### src/rtl/poly_note_pkg.sv
// Shared constants and helpers for the poly_note_gen square-wave synthesiser.
// Optional decay envelope is enabled by defining ENVELOPE_EN.
package poly_note_pkg;

    localparam int PAN_L     = 0;
    localparam int PAN_R     = 1;
    localparam int AUD_W_DEF = 16;
    localparam int VOL_W_DEF = 4;

    typedef logic signed [AUD_W_DEF-1:0] sample_t;
    typedef logic        [VOL_W_DEF-1:0] level_t;

    function automatic int clog2(input int value);
        int result;
        result = 0;
        while ((1 << result) < value) result = result + 1;
        return result;
    endfunction

    // STEP = 2^step_shift: leaves headroom so NCH full-volume channels never overflow.
    function automatic int step_shift(input int aud_w, input int vol_w, input int nch);
        return aud_w - 1 - vol_w - clog2(nch);
    endfunction

endpackage

### src/rtl/note_chan.sv
// One synthesiser channel: half-period divider, phase, level and signed sample.
// With ENVELOPE_EN defined the level is loaded on key-on and decays on decay_tick.
module note_chan #(
    parameter int DIV_W     = 22,
    parameter int AUD_W     = 16,
    parameter int VOL_W     = 4,
    parameter int AMP_SHIFT = 9
) (
    input  logic                    clk,
    input  logic                    rst,
    input  logic                    note_on,
    input  logic [DIV_W-1:0]        div,
    input  logic [VOL_W-1:0]        vol,
`ifdef ENVELOPE_EN
    input  logic                    decay_tick,
`endif
    output logic signed [AUD_W-1:0] sample,
    output logic                    active
);

    logic [DIV_W-1:0] cnt;
    logic             ph;
    logic             running;
    logic [VOL_W-1:0] lvl;
    logic [AUD_W-1:0] amp;

    assign running = note_on && (div != '0);

    // NOTE: state registers use non-blocking assignments so every channel and the mixer see pre-edge values.
    always_ff @(posedge clk or posedge rst) begin
        if (rst) begin
            cnt    <= '0;
            ph     <= 1'b0;
            active <= 1'b0;
        end else begin
            active <= running;
            if (!running) begin
                cnt <= '0;
                ph  <= 1'b0;
            end else if (cnt >= div) begin
                // >= rather than == so a lowered divider toggles at once instead of wrapping.
                cnt <= '0;
                ph  <= ~ph;
            end else begin
                cnt <= cnt + 1'b1;
            end
        end
    end

`ifdef ENVELOPE_EN
    logic             on_d;
    logic             rise;
    logic [VOL_W-1:0] lvl_q;

    assign rise = note_on && !on_d;

    always_ff @(posedge clk or posedge rst) begin
        if (rst) begin
            on_d  <= 1'b0;
            lvl_q <= '0;
        end else begin
            on_d <= note_on;
            if (rise) begin
                lvl_q <= vol;
            end else if (decay_tick && (lvl_q != '0)) begin
                lvl_q <= lvl_q - 1'b1;
            end
        end
    end

    // The key-on cycle already sounds at the freshly loaded volume.
    assign lvl = rise ? vol : lvl_q;
`else
    assign lvl = vol;
`endif

    assign amp    = AUD_W'(lvl) << AMP_SHIFT;
    assign sample = !running ? '0 : (ph ? $signed(amp) : -$signed(amp));

endmodule

### src/rtl/poly_note_gen.sv
// Multi-channel square-wave note synthesiser with panned, clamped stereo mix.
// Define ENVELOPE_EN to add the shared decay prescaler and per-channel envelopes.
module poly_note_gen
    import poly_note_pkg::*;
#(
    parameter int NCH       = 4,
    parameter int DIV_W     = 22,
    parameter int AUD_W     = AUD_W_DEF,
    parameter int VOL_W     = VOL_W_DEF,
    parameter int DECAY_DIV = 2**20
) (
    input  logic                    clk,
    input  logic                    rst,
    input  logic [NCH-1:0]          note_on,
    input  logic [NCH*DIV_W-1:0]    note_div,
    input  logic [NCH*VOL_W-1:0]    vol,
    input  logic [NCH*2-1:0]        pan,
    output logic signed [AUD_W-1:0] audio_left,
    output logic signed [AUD_W-1:0] audio_right,
    output logic [NCH-1:0]          active
);

    localparam int AMP_SHIFT = step_shift(AUD_W, VOL_W, NCH);
    localparam logic signed [AUD_W:0] POS_LIM = (AUD_W+1)'((1 << (AUD_W-1)) - 1);
    localparam logic signed [AUD_W:0] NEG_LIM = -POS_LIM;

    if (NCH < 1 || NCH > 8 || (NCH & (NCH - 1)) != 0) begin : g_bad_nch
        $error("poly_note_gen: NCH must be a power of 2 in 1..8");
    end
    if (DECAY_DIV < 1 || AMP_SHIFT < 0) begin : g_bad_cfg
        $error("poly_note_gen: DECAY_DIV must be >= 1 and widths must leave headroom");
    end

`ifdef ENVELOPE_EN
    localparam int PRE_W = (clog2(DECAY_DIV) < 1) ? 1 : clog2(DECAY_DIV);

    logic [PRE_W-1:0] pre_cnt;
    logic             decay_tick;

    assign decay_tick = (pre_cnt == PRE_W'(DECAY_DIV - 1));

    always_ff @(posedge clk or posedge rst) begin
        if (rst) begin
            pre_cnt <= '0;
        end else if (decay_tick) begin
            pre_cnt <= '0;
        end else begin
            pre_cnt <= pre_cnt + 1'b1;
        end
    end
`endif

    logic signed [AUD_W-1:0] samples [NCH];

    for (genvar i = 0; i < NCH; i++) begin : g_chan
        note_chan #(
            .DIV_W     (DIV_W),
            .AUD_W     (AUD_W),
            .VOL_W     (VOL_W),
            .AMP_SHIFT (AMP_SHIFT)
        ) u_chan (
            .clk        (clk),
            .rst        (rst),
            .note_on    (note_on[i]),
            .div        (note_div[i*DIV_W +: DIV_W]),
            .vol        (vol[i*VOL_W +: VOL_W]),
`ifdef ENVELOPE_EN
            .decay_tick (decay_tick),
`endif
            .sample     (samples[i]),
            .active     (active[i])
        );
    end

    function automatic logic signed [AUD_W-1:0] clamp(input logic signed [AUD_W:0] s);
        if (s > POS_LIM) begin
            return POS_LIM[AUD_W-1:0];
        end else if (s < NEG_LIM) begin
            return NEG_LIM[AUD_W-1:0];
        end
        return s[AUD_W-1:0];
    endfunction

    logic signed [AUD_W:0] sum_l;
    logic signed [AUD_W:0] sum_r;

    always_comb begin
        sum_l = '0;
        sum_r = '0;
        for (int i = 0; i < NCH; i++) begin
            if (pan[2*i + PAN_L]) sum_l = sum_l + {samples[i][AUD_W-1], samples[i]};
            if (pan[2*i + PAN_R]) sum_r = sum_r + {samples[i][AUD_W-1], samples[i]};
        end
    end

    always_ff @(posedge clk or posedge rst) begin
        if (rst) begin
            audio_left  <= '0;
            audio_right <= '0;
        end else begin
            audio_left  <= clamp(sum_l);
            audio_right <= clamp(sum_r);
        end
    end

endmodule

### config.mk
export PLATFORM = sky130hd
export DESIGN_NAME = poly_note_gen
export DESIGN_NICKNAME = d
export VERILOG_FILES = /design/src/rtl/poly_note_pkg.sv /design/src/rtl/note_chan.sv /design/src/rtl/poly_note_gen.sv
export SDC_FILE = /design/constraint.sdc
export NUM_CORES = 1
export LEC_CHECK = 0
export ABC_AREA = 0
export CAP_MARGIN = 15
export CELL_PAD_IN_SITES_DETAIL_PLACEMENT = 0
export CELL_PAD_IN_SITES_GLOBAL_PLACEMENT = 1
export CORE_AREA = 2 2 179 146
export CTS_CLUSTER_SIZE = 14
export DETAILED_ROUTE_END_ITERATION = 10
export DIE_AREA = 0 0 181 148
export GPL_TIMING_DRIVEN = 0
export PLACE_DENSITY_LB_ADDON = 0.1
export SLEW_MARGIN = 25
export SYNTH_ARGS = -nofsm -noshare
export SYNTH_HDL_FRONTEND = slang
export SYNTH_SLANG_ARGS = --single-unit
### constraint.sdc
create_clock -name clk -period 8.3 [get_ports clk]
set_input_delay 1.245 -clock clk [delete_from_list [all_inputs] [get_ports clk]]
set_output_delay 1.245 -clock clk [all_outputs]
set_load 0.02 [all_outputs]
# Yosys cells after proc, flatten, opt, wreduce, memory -nomap -nowiden
# Cells that the tools add are included.
# Widths: inputs -> output; s select.
# word_totals
register_bits,128
input_bits,118
out_inout_bits,36
word_cells,94
# op_classes
add_sub_neg,14
order_cmp,8
eq_ne,4
mux,42
n_bitwise,4
n_reduce_logical,8
# op_table
op,count
$mux 16,14
$mux 22,8
$mux 17,8
$add 17x17->17,6
$add 22x1->22 const B,4
$ge 22x22->1,4
$reduce_bool 22->1,4
$neg 13->16,4
$gt 17x16->1 const B,2
$lt 17x16->1 const B,2
$mux 1,12
$ne 2x2->1 const B,4
$logic_and 1x1->1,4
$not 1->1,4

# Longest topological paths before layout
# Gate-level depths: netlist (run 1).
# logic_depth
depth_word,14
ltp_mapped,29
ltp_nobuf,28

# Cells and area by module
# From an unflattened synthesis (run 1), not the netlist that was laid out.
# hier_totals
cells_unflattened,1920
hier_area_um2,15344.7
# modules_own_cells
mod,n_inst,cells_per_inst,area_per_inst_um2
poly_note_gen,1,1039,7753.7
note_chan at g_chan[1].u_chan ...,2,222,1924.3
note_chan at g_chan[3].u_chan,1,219,1884.3
note_chan at g_chan[0].u_chan,1,218,1858.0

# Worst setup path after synthesis (run 1)
# OpenSTA, ideal clock, no wires.
# synth_path
path_type,input to register
start,input port note_div[17]
end,register audio_left[0]
arrival_ps,6979
required_time_ps,8172
slack_ps,1193
path_stages,26
n_path_buf,1
cell_sequence,nor4_1 > and4_1 > a21o_1 > nor2_1 > ha_1 > a41o_4 > a31oi_1 > xnor2_1 > mux2_2 > ha_1 > o21ai_0 > o21bai_1 > a21oi_1 > or3_1 > clkbuf_1 > and4_1 > a221o_1 > nor3_4 > inv_1 > ha_1 > o41ai_1 > xnor2_1 > nand2_1 > xnor2_1 > xnor2_4 > mux2_1
# synth_between
elab_chain_len,14
elab_cells_between_ends,16
classes_between,add/sub (3); order compare (2); mux (9); reduce/logical (2)
# synth_rtl
item,line,rtl
"start, declared",poly_note_gen.sv:15,"input logic [NCH*DIV_W-1:0] note_div,"
$reduce_bool 22->1 *,note_chan.sv:27,assign running = note_on && (div != '0);
$logic_and 1x1->1 *,note_chan.sv:27,
$mux 16 *,note_chan.sv:78,assign sample = !running ? '0 : (ph ? $signed(amp) : -$signed(amp));
$mux 17 *,poly_note_gen.sv:91,"if (pan[2*i + PAN_L]) sum_l = sum_l + {samples[i][AUD_W-1], samples[i]};"
$add 17x17->17,poly_note_gen.sv:91,
$mux 17 *,poly_note_gen.sv:91,
$add 17x17->17,poly_note_gen.sv:91,
$mux 17 *,poly_note_gen.sv:91,
$add 17x17->17,poly_note_gen.sv:91,
$mux 17 *,poly_note_gen.sv:91,
$lt 17x16->1,poly_note_gen.sv:78,end else if (s < NEG_LIM) begin
$mux 1,poly_note_gen.sv:78,
$mux 1,poly_note_gen.sv:76,if (s > POS_LIM) begin
$mux 16 *,poly_note_gen.sv:81,return s[AUD_W-1:0];
"end signal, assigned",poly_note_gen.sv:101,audio_left <= clamp(sum_l);
"end, declared",poly_note_gen.sv:18,"output logic signed [AUD_W-1:0] audio_left,"
# Every way passes the cells marked *; elsewhere a longest branch is shown, timed or not.
# A chain may end at the register's enable or synchronous reset.

# Worst setup path in the final report (run 1)
# layout_path
start,input port note_div[0]
end,register audio_left[0]
# Same word-level chain as after synthesis.

==> qor.yml, run 1 <==
critical_path:
  cp-start-kind: "input port"
  worst-path-max-fanout: 9
  critPathArrivalTime_ns: 8.12
  regToRegSetupSlack_ns: 1.93
  endpoint_kind: "flip-flop"
  r2r_cells: 24
  r2r-end: "audio_left[0]"
  cp.required_ns: 8.62
  crit_type: "input port to flip-flop"
  rr_startpoint: "g_chan[1].u_chan.ph"
status:
  outcome: "completed"
min_path:
  worstHoldPathCells: 1
  hold_start: "g_chan[2].u_chan.cnt[0]"
  min_path_type: "flip-flop to flip-flop"
  holdPathEnd: "g_chan[2].u_chan.cnt[0]"
sta:
  slew_viol_final: 0
  clock.fmax_mhz: 128
  rsz0062_at_grt: "no"
  fin_hold_ws_ns: 0.519
  final.setup_skew_ns: 0.00822
  fin_setup_tns_ns: 0
  finalCriticalPeriod_ns: 7.81
  finalSetupViolations: 0
  worstMarginPinSlew_ns: 0.794
  relSlewSlack_pct: 46.7
  post-route-period-util_pct: 94.1
  finalHoldViolCount: 0
logic_synthesis:
  yosysSeqAreaShare_pct: 27.5
  yosysTopAreaCellShare_pct: 27.5
  synth.largest_area_cell: "dfrtp_1"
  synth_cells: 1210
  synth.most_common_cell: "nor2_1"
  synthFlopType: "dfrtp_1"
  synth_area_um2: 10400
  synth.distinct_cells: 72
  async_flop_share_pct: 100
  synth_commonest_cells: "nor2_1, inv_1, ha_1"
  syn_nets: 1468
  ys_ff_latch: 114
  synth.area.top_cells: "dfrtp_1, ha_1, nor2_1"
  synth_edf_count: 0
  syn_area_per_cell_um2: 8.56
  synth_warnings: 0
finish:
  drive_above_1_share_pct: 8.25
  design_area_um2: 13000
  diodes: 0
  area_delta_synth_final_pct: 25.3
  nets: 1639
  n_fill_cell: 2418
clock_network:
  h-tree-depth: 4
  path_clk_slew_ns: 0.06
  cts_setup_buffers: 0
  cts-root-buf: "clkbuf_16"
  cts_made_buffers: 17
  clk_latency_ns: 0.43
  cts_resized: 0
  cts_sinks: 114
  cts_buffer_depth: 2
  cts_tree: "yes"
  hold_buffers: 0
global_route:
  overflow: 0
  first_global_vias: 8741
  antenna_found_initial: 0
  grt_max_degree: 81
  grt_pass1_wl_mm: 44.3
  gr-usage-all-layers_pct: 20.6
power:
  combPwrFrac_pct: 37.8
  powerDensity_nw_per_um2: 176
  leakage_uw: 0.00635
  peakVddDrop_mv: 0.135
  p_sw_uw: 762
  p_sw_share_pct: 33.4
  clkPwrFrac_pct: 34.2
  seqPwrFrac_pct: 28.0
  internal_power_uw: 1520
routing:
  drtPass1Iterations: 5
  routed_via_density: 5.09
  postRouteAntennaNets: 0
  drt-total-wl_mm: 26.0
  drc: 0
  vias: 8745
  drt-initial-drc-count: 383
  wire_per_inst_um: 15.2
placement:
  port_buffers: 151
  placedInstanceArea_um2: 12300
  gp_congestion: 0.830
  dpl.hpwl_mm: 20.9
floorplanning:
  die_h_um: 148
  die_area_um2: 26800
  chipWidth_um: 181
  num_rows: 52
  core_area_um2: 25000
  num_io_pins: 154
  start_util_pct: 41.5
flow_run:
  drv_cap: 0
## stage by stage
step / util (%) / setup WS (ns) / std cells / power [uW]
6_report: 51.9 / 0.493 / 1718 / 2280
5_1_grt: 51.9 / 0.0133 / 1718 / 2420
4_1_cts: 51.8 / 0.173 / 1718 / 2300
3_5_place_dp: 49.3 / -0.267 / 1686 / 1510
3_3_place_gp: 49.1 / -0.281 / 1685 / 1500
2_1_floorplan: - / 1.19 / 1210 / 1200
## flip-flops by register name, indices dropped and copies added (netlist names)
name and flops:
g_chan.u_chan.cnt 88, audio_left 9, audio_right 9, g_chan.u_chan.active 4, g_chan.u_chan.ph 4
## worst max-delay path, cell delays in order
cell,delay [ns]
clkdlybuf4s50_1,0.46
nor4_1,0.34
and4_1,0.34
a21o_1,0.33
nor2_1,0.10
ha_1,0.38
a41o_4,0.27
a31oi_1,0.24
xnor2_1,0.13
mux2_2,0.28
ha_1,0.31
o21ai_0,0.11
o21bai_1,0.18
a21oi_2,0.11
or3_1,0.37
clkbuf_1,0.16
and4_1,0.20
a221o_1,0.35
nor3_4,0.28
inv_1,0.07
ha_1,0.24
o41ai_1,0.44
xnor2_1,0.16
nand2_1,0.10
xnor2_2,0.20
xnor2_4,0.37
mux2_1,0.35
## final cells by class
type                    count  area [um2]  share of cell area [%]
multi-input cells         918        6810                    52.5
flip-flops and latches    114        2850                    22.0
clock buffers              18         439                    3.38
clock inverters            14         176                    1.36
repair buffers            152        1540                    11.9
inverters                 141         537                    4.14
plain buffers              37         215                    1.66
well taps                 324         405                    3.12
## cells by family after synthesis
kind of cell               after synthesis  share of synthesized area, %
muxes                                   35                          3.77
AOI/OAI and AO/OA                      192                          13.1
DFF                                    114                          27.5
and+or+nand+nor                        417                          19.4
buffers and inverters                  178                          7.19
xor gates and xnor gates               121                          10.5
adders and majority gates              153                          18.5
## power by group through the flow
stage	logic, uW	registers [uW]	clock network, uW
finish	864	638	781
CTS	867	639	798
global placement	853	649	0
floorplan	497	699	0
global route	949	646	822
detailed placement	861	647	0
## cells in the final DEF (no fill, tap or decap), types with 18 or more instances in the layout
master	instances
nor2_1	168
clkdlybuf4s50_1	151
inv_1	140
ha_1	136
dfrtp_1	114
nand2_1	67
xnor2_1	61
xor2_1	57
a21o_1	44
nand3_1	42
a21oi_1	42
nand4_1	34
o21ai_0	28
mux2_2	26
nor4_1	20
buf_4	18
## routing by layer
layer | vias to the layer above | part of all wire [%] | global-route usage, % | wire length [um]
li1 | 4540 | - | - | -
met1 | 4030 | 52 | 30.5 | 13700
met2 | 159 | 42 | 30.9 | 11000
met3 | 16 | 4.2 | 3.82 | 1100
met4 | 0 | 0.99 | 4.92 | 257
met5 | - | 0 | 0 | 0
## how the worst max path moves through the flow
stage	slack (ns)	endpoint	cells after the start	from
after global routing	0.01	audio_left[0]	27	note_div[16]
after global placement	-0.28	audio_left[0]	26	note_div[22]
after detailed placement	-0.27	audio_left[0]	26	note_div[22]
final	0.49	audio_left[0]	27	note_div[0]
after floorplan	1.19	audio_left[0]	26	note_div[17]
after CTS	0.17	audio_left[0]	26	note_div[22]
(Power assumes the default switching activity.)
==> run 2, diff against run 1 <==
Settings changed: CORE_AREA 2 2 179 146 to 2 2 177 144, CTS_BUF_LIST set to sky130_fd_sc_hd__clkbuf_4 sky130_fd_sc_hd__clkbuf_8, DIE_AREA 0 0 181 148 to 0 0 179 146.
==> run 2 against run 1 <==
Sequential share of layout area grew 0.36 points. Worst setup slack gained 0.0016 ns. Clock power shrank 26%. Cell area shrank 1.6%. Hold slack lost 0.0036 ns. Register-to-register slack lost 0.07 ns. Critical endpoint unchanged. Cell count shrank 0.41%. Global-route usage grew 0.36 points. Die area shrank 2.4%. Highest routed layer unchanged. Sequential cell count is the same. Routed wire length shrank 0.32%.
==> qor.yml, run 2 (synthesized netlist as in run 1, its figures left out) <==
routing:
  vias: 8799  # +0.62%
  wire_per_inst_um: 15.2  # about the same
  drt-total-wl_mm: 26.0  # -0.32%
  postRouteAntennaNets: 0  # unchanged
  drt-initial-drc-count: 368  # -3.9%
  routed_via_density: 5.14  # +1.0%
  drtPass1Iterations: 5  # unchanged
  drc: 0  # unchanged
floorplanning:
  start_util_pct: 42.8  # +1.4 points
  die_h_um: 146  # -1.4%
  num_io_pins: 154  # unchanged
  num_rows: 51  # -1.9%
  core_area_um2: 24200  # -3.2%
  die_area_um2: 26100  # -2.4%
  chipWidth_um: 179  # -1.1%
global_route:
  first_global_vias: 8550  # -2.2%
  grt_pass1_wl_mm: 43.8  # -1.1%
  gr-usage-met3_pct: 3.45  # -0.37 points
  grt_max_degree: 76  # -6.2%
  busiest_layer: "met1"
  gr-usage-met1_pct: 31.9  # +1.4 points
  antenna_found_initial: 0  # unchanged
  overflow: 0  # unchanged
  gr-usage-all-layers_pct: 21.0  # +0.36 points
  grt_use_met2_pct: 31.0  # +0.058 points
clock_network:
  hold_buffers: 0  # unchanged
  cts_tree: "yes"
  cts_made_buffers: 17  # unchanged
  h-tree-depth: 4  # unchanged
  cts-root-buf: "clkbuf_8"
  clk_latency_ns: 0.46  # +0.03 ns
  path_clk_slew_ns: 0.07  # about the same
  cts_buffer_depth: 2  # unchanged
  cts_sinks: 114  # unchanged
finish:
  max_flop_register: "g_chan.u_chan.cnt"
  final_cells: 1711  # -0.41%
  multiInputGateArea_um2: 6810  # about the same
  area_delta_synth_final_pct: 23.3
  final_common_cell: "nor2_1"
  final_cell_mix: "nor2_1, clkdlybuf4s50_1, inv_1"
  seqCellArea_um2: 2850  # unchanged
  drive_above_1_share_pct: 8.33  # +0.078 points
  design_area_um2: 12800  # -1.6%
  diodes: 0  # unchanged
  n_fill_cell: 2296  # -5.0%
  reg_top3: "g_chan.u_chan.cnt (88), audio_left (9), audio_right (9)"
  nets: 1639  # unchanged
  largest_reg_flops: 88  # unchanged
critical_path:
  endpoint_kind: "flip-flop"
  worst-path-max-fanout: 9  # unchanged
  crit_type: "input port to flip-flop"
  cp-start-kind: "input port"
  critPathArrivalTime_ns: 8.14  # +0.02 ns
  cp.required_ns: 8.63  # about the same
flow_run:
  drv_cap: 0  # unchanged
status:
  outcome: "completed"
sta:
  relSlewSlack_pct: 30.8  # -16 points
  final.setup_skew_ns: 0.0105  # +0.00230 ns
  worstMarginPinSlew_ns: 1.03  # +0.233 ns
  slew_viol_final: 0  # unchanged
  rsz0062_at_grt: "no"
  post-route-period-util_pct: 94.0  # about the same
  finalCriticalPeriod_ns: 7.81  # -0.00155 ns
  clock.fmax_mhz: 128  # about the same
  finalSetupViolations: 0  # unchanged
  finalHoldViolCount: 0  # unchanged
placement:
  place_inst: 1680  # -0.36%
  gp_congestion: 0.828  # -0.23%
  dpl.hpwl_mm: 20.9  # about the same
  port_buffers: 151  # unchanged
  placedInstanceArea_um2: 12300  # about the same
power:
  combPwrFrac_pct: 41.6  # +3.8 points
  leakage_uw: 0.00628  # -1.2%
  peakVddDrop_mv: 0.157  # +16%
  p_total_uw: 2080  # -9.0%
  p_sw_share_pct: 34.4  # +1.1 points
  internal_power_uw: 1360  # -10%
  seqPwrFrac_pct: 30.7  # +2.7 points
  clkPwrFrac_pct: 27.8  # -6.4 points
  powerDensity_nw_per_um2: 163  # -7.5%
  p_sw_uw: 716  # -6.1%
min_path:
  min_path_type: "flip-flop to flip-flop"
==> run 2: cell types whose count changed in the layout (fill, tap and decap cells not counted), sizes merged <==
cell      change
clkinv        +3
clkbuf        +4
clkinvlp      -4
inv           -4
==> run 2: layout make-up <==
cell class                 instances  share of cell area [%]
multi-input combinational        918                    53.3
sequential                       114                    22.3
timing repair buffer             152                    12.1
inverter                         141                    4.20
tap                              318                    3.12
clock buffer                      22                    2.27
buffer                            37                    1.69
clock inverter                     9                    1.02
==> run 2: per-layer routing <==
layer	vias up	routed length, um
met5	-	0
met4	0	188
met3	12	1230
met2	159	11100
met1	4092	13500
li1	4536	-
==> run 2: power by group through the flow <==
stage               sequential (uW)  clock [uW]  combinational (uW)
floorplan                       699           0                 497
global placement                648           0                 856
detailed placement              648           0                 861
CTS                             638         594                 868
global route                    645         615                 951
finish                          637         577                 864
==> run 2: worst max-delay path, cell delays in order <==
cell and delay [ns]:
clkdlybuf4s50_1 0.45, nor4_1 0.38, and4_1 0.36, a21o_2 0.26
nor2_1 0.09, ha_1 0.38, a41o_4 0.27, a31oi_1 0.25
xnor2_1 0.12, mux2_2 0.27, ha_1 0.31, o21ai_0 0.11
o21bai_1 0.18, a21oi_2 0.12, or3_1 0.37, clkbuf_1 0.16
and4_1 0.20, a221o_1 0.36, nor3_4 0.29, inv_1 0.08
ha_1 0.24, o41ai_1 0.43, xnor2_1 0.17, nand2_1 0.11
xnor2_2 0.21, xnor2_4 0.36, mux2_1 0.36
==> run 2: worst paths after layout <==
path,start,to,slack (ns),depth (start not counted)
min in group asynchronous,rst,g_chan[2].u_chan.active,1.17,2
min,g_chan[3].u_chan.cnt[0],g_chan[3].u_chan.cnt[0],0.52,1
max reg2reg,g_chan[1].u_chan.ph,audio_left[0],1.86,25
max in group asynchronous,rst,audio_left[0],6.46,3
max,note_div[8],audio_left[0],0.49,27
min reg2reg,g_chan[3].u_chan.cnt[0],g_chan[3].u_chan.cnt[0],0.52,1
==> run 2: per-stage QoR <==
stage          utilization [%]  worst slack, ns  hold slack (ns)  setup TNS (ns)
6_report                  52.8            0.494            0.516               0
2_1_floorplan                -             1.19            0.474               0
3_5_place_dp              50.9           -0.330            0.510           -2.03
5_1_grt                   52.8           0.0581            0.557               0
4_1_cts                   52.6            0.149            0.521               0
3_3_place_gp              50.7           -0.305            0.513           -1.87
==> run 2: timing repair <==
| action | CTS | global route |
|---|---|---|
| gates resized for setup | 0 | 9 |
| setup buffers | 0 | 0 |
| endpoints found under the setup margin | 0 | 9 |
| hold endpoints to repair | 0 | 0 |
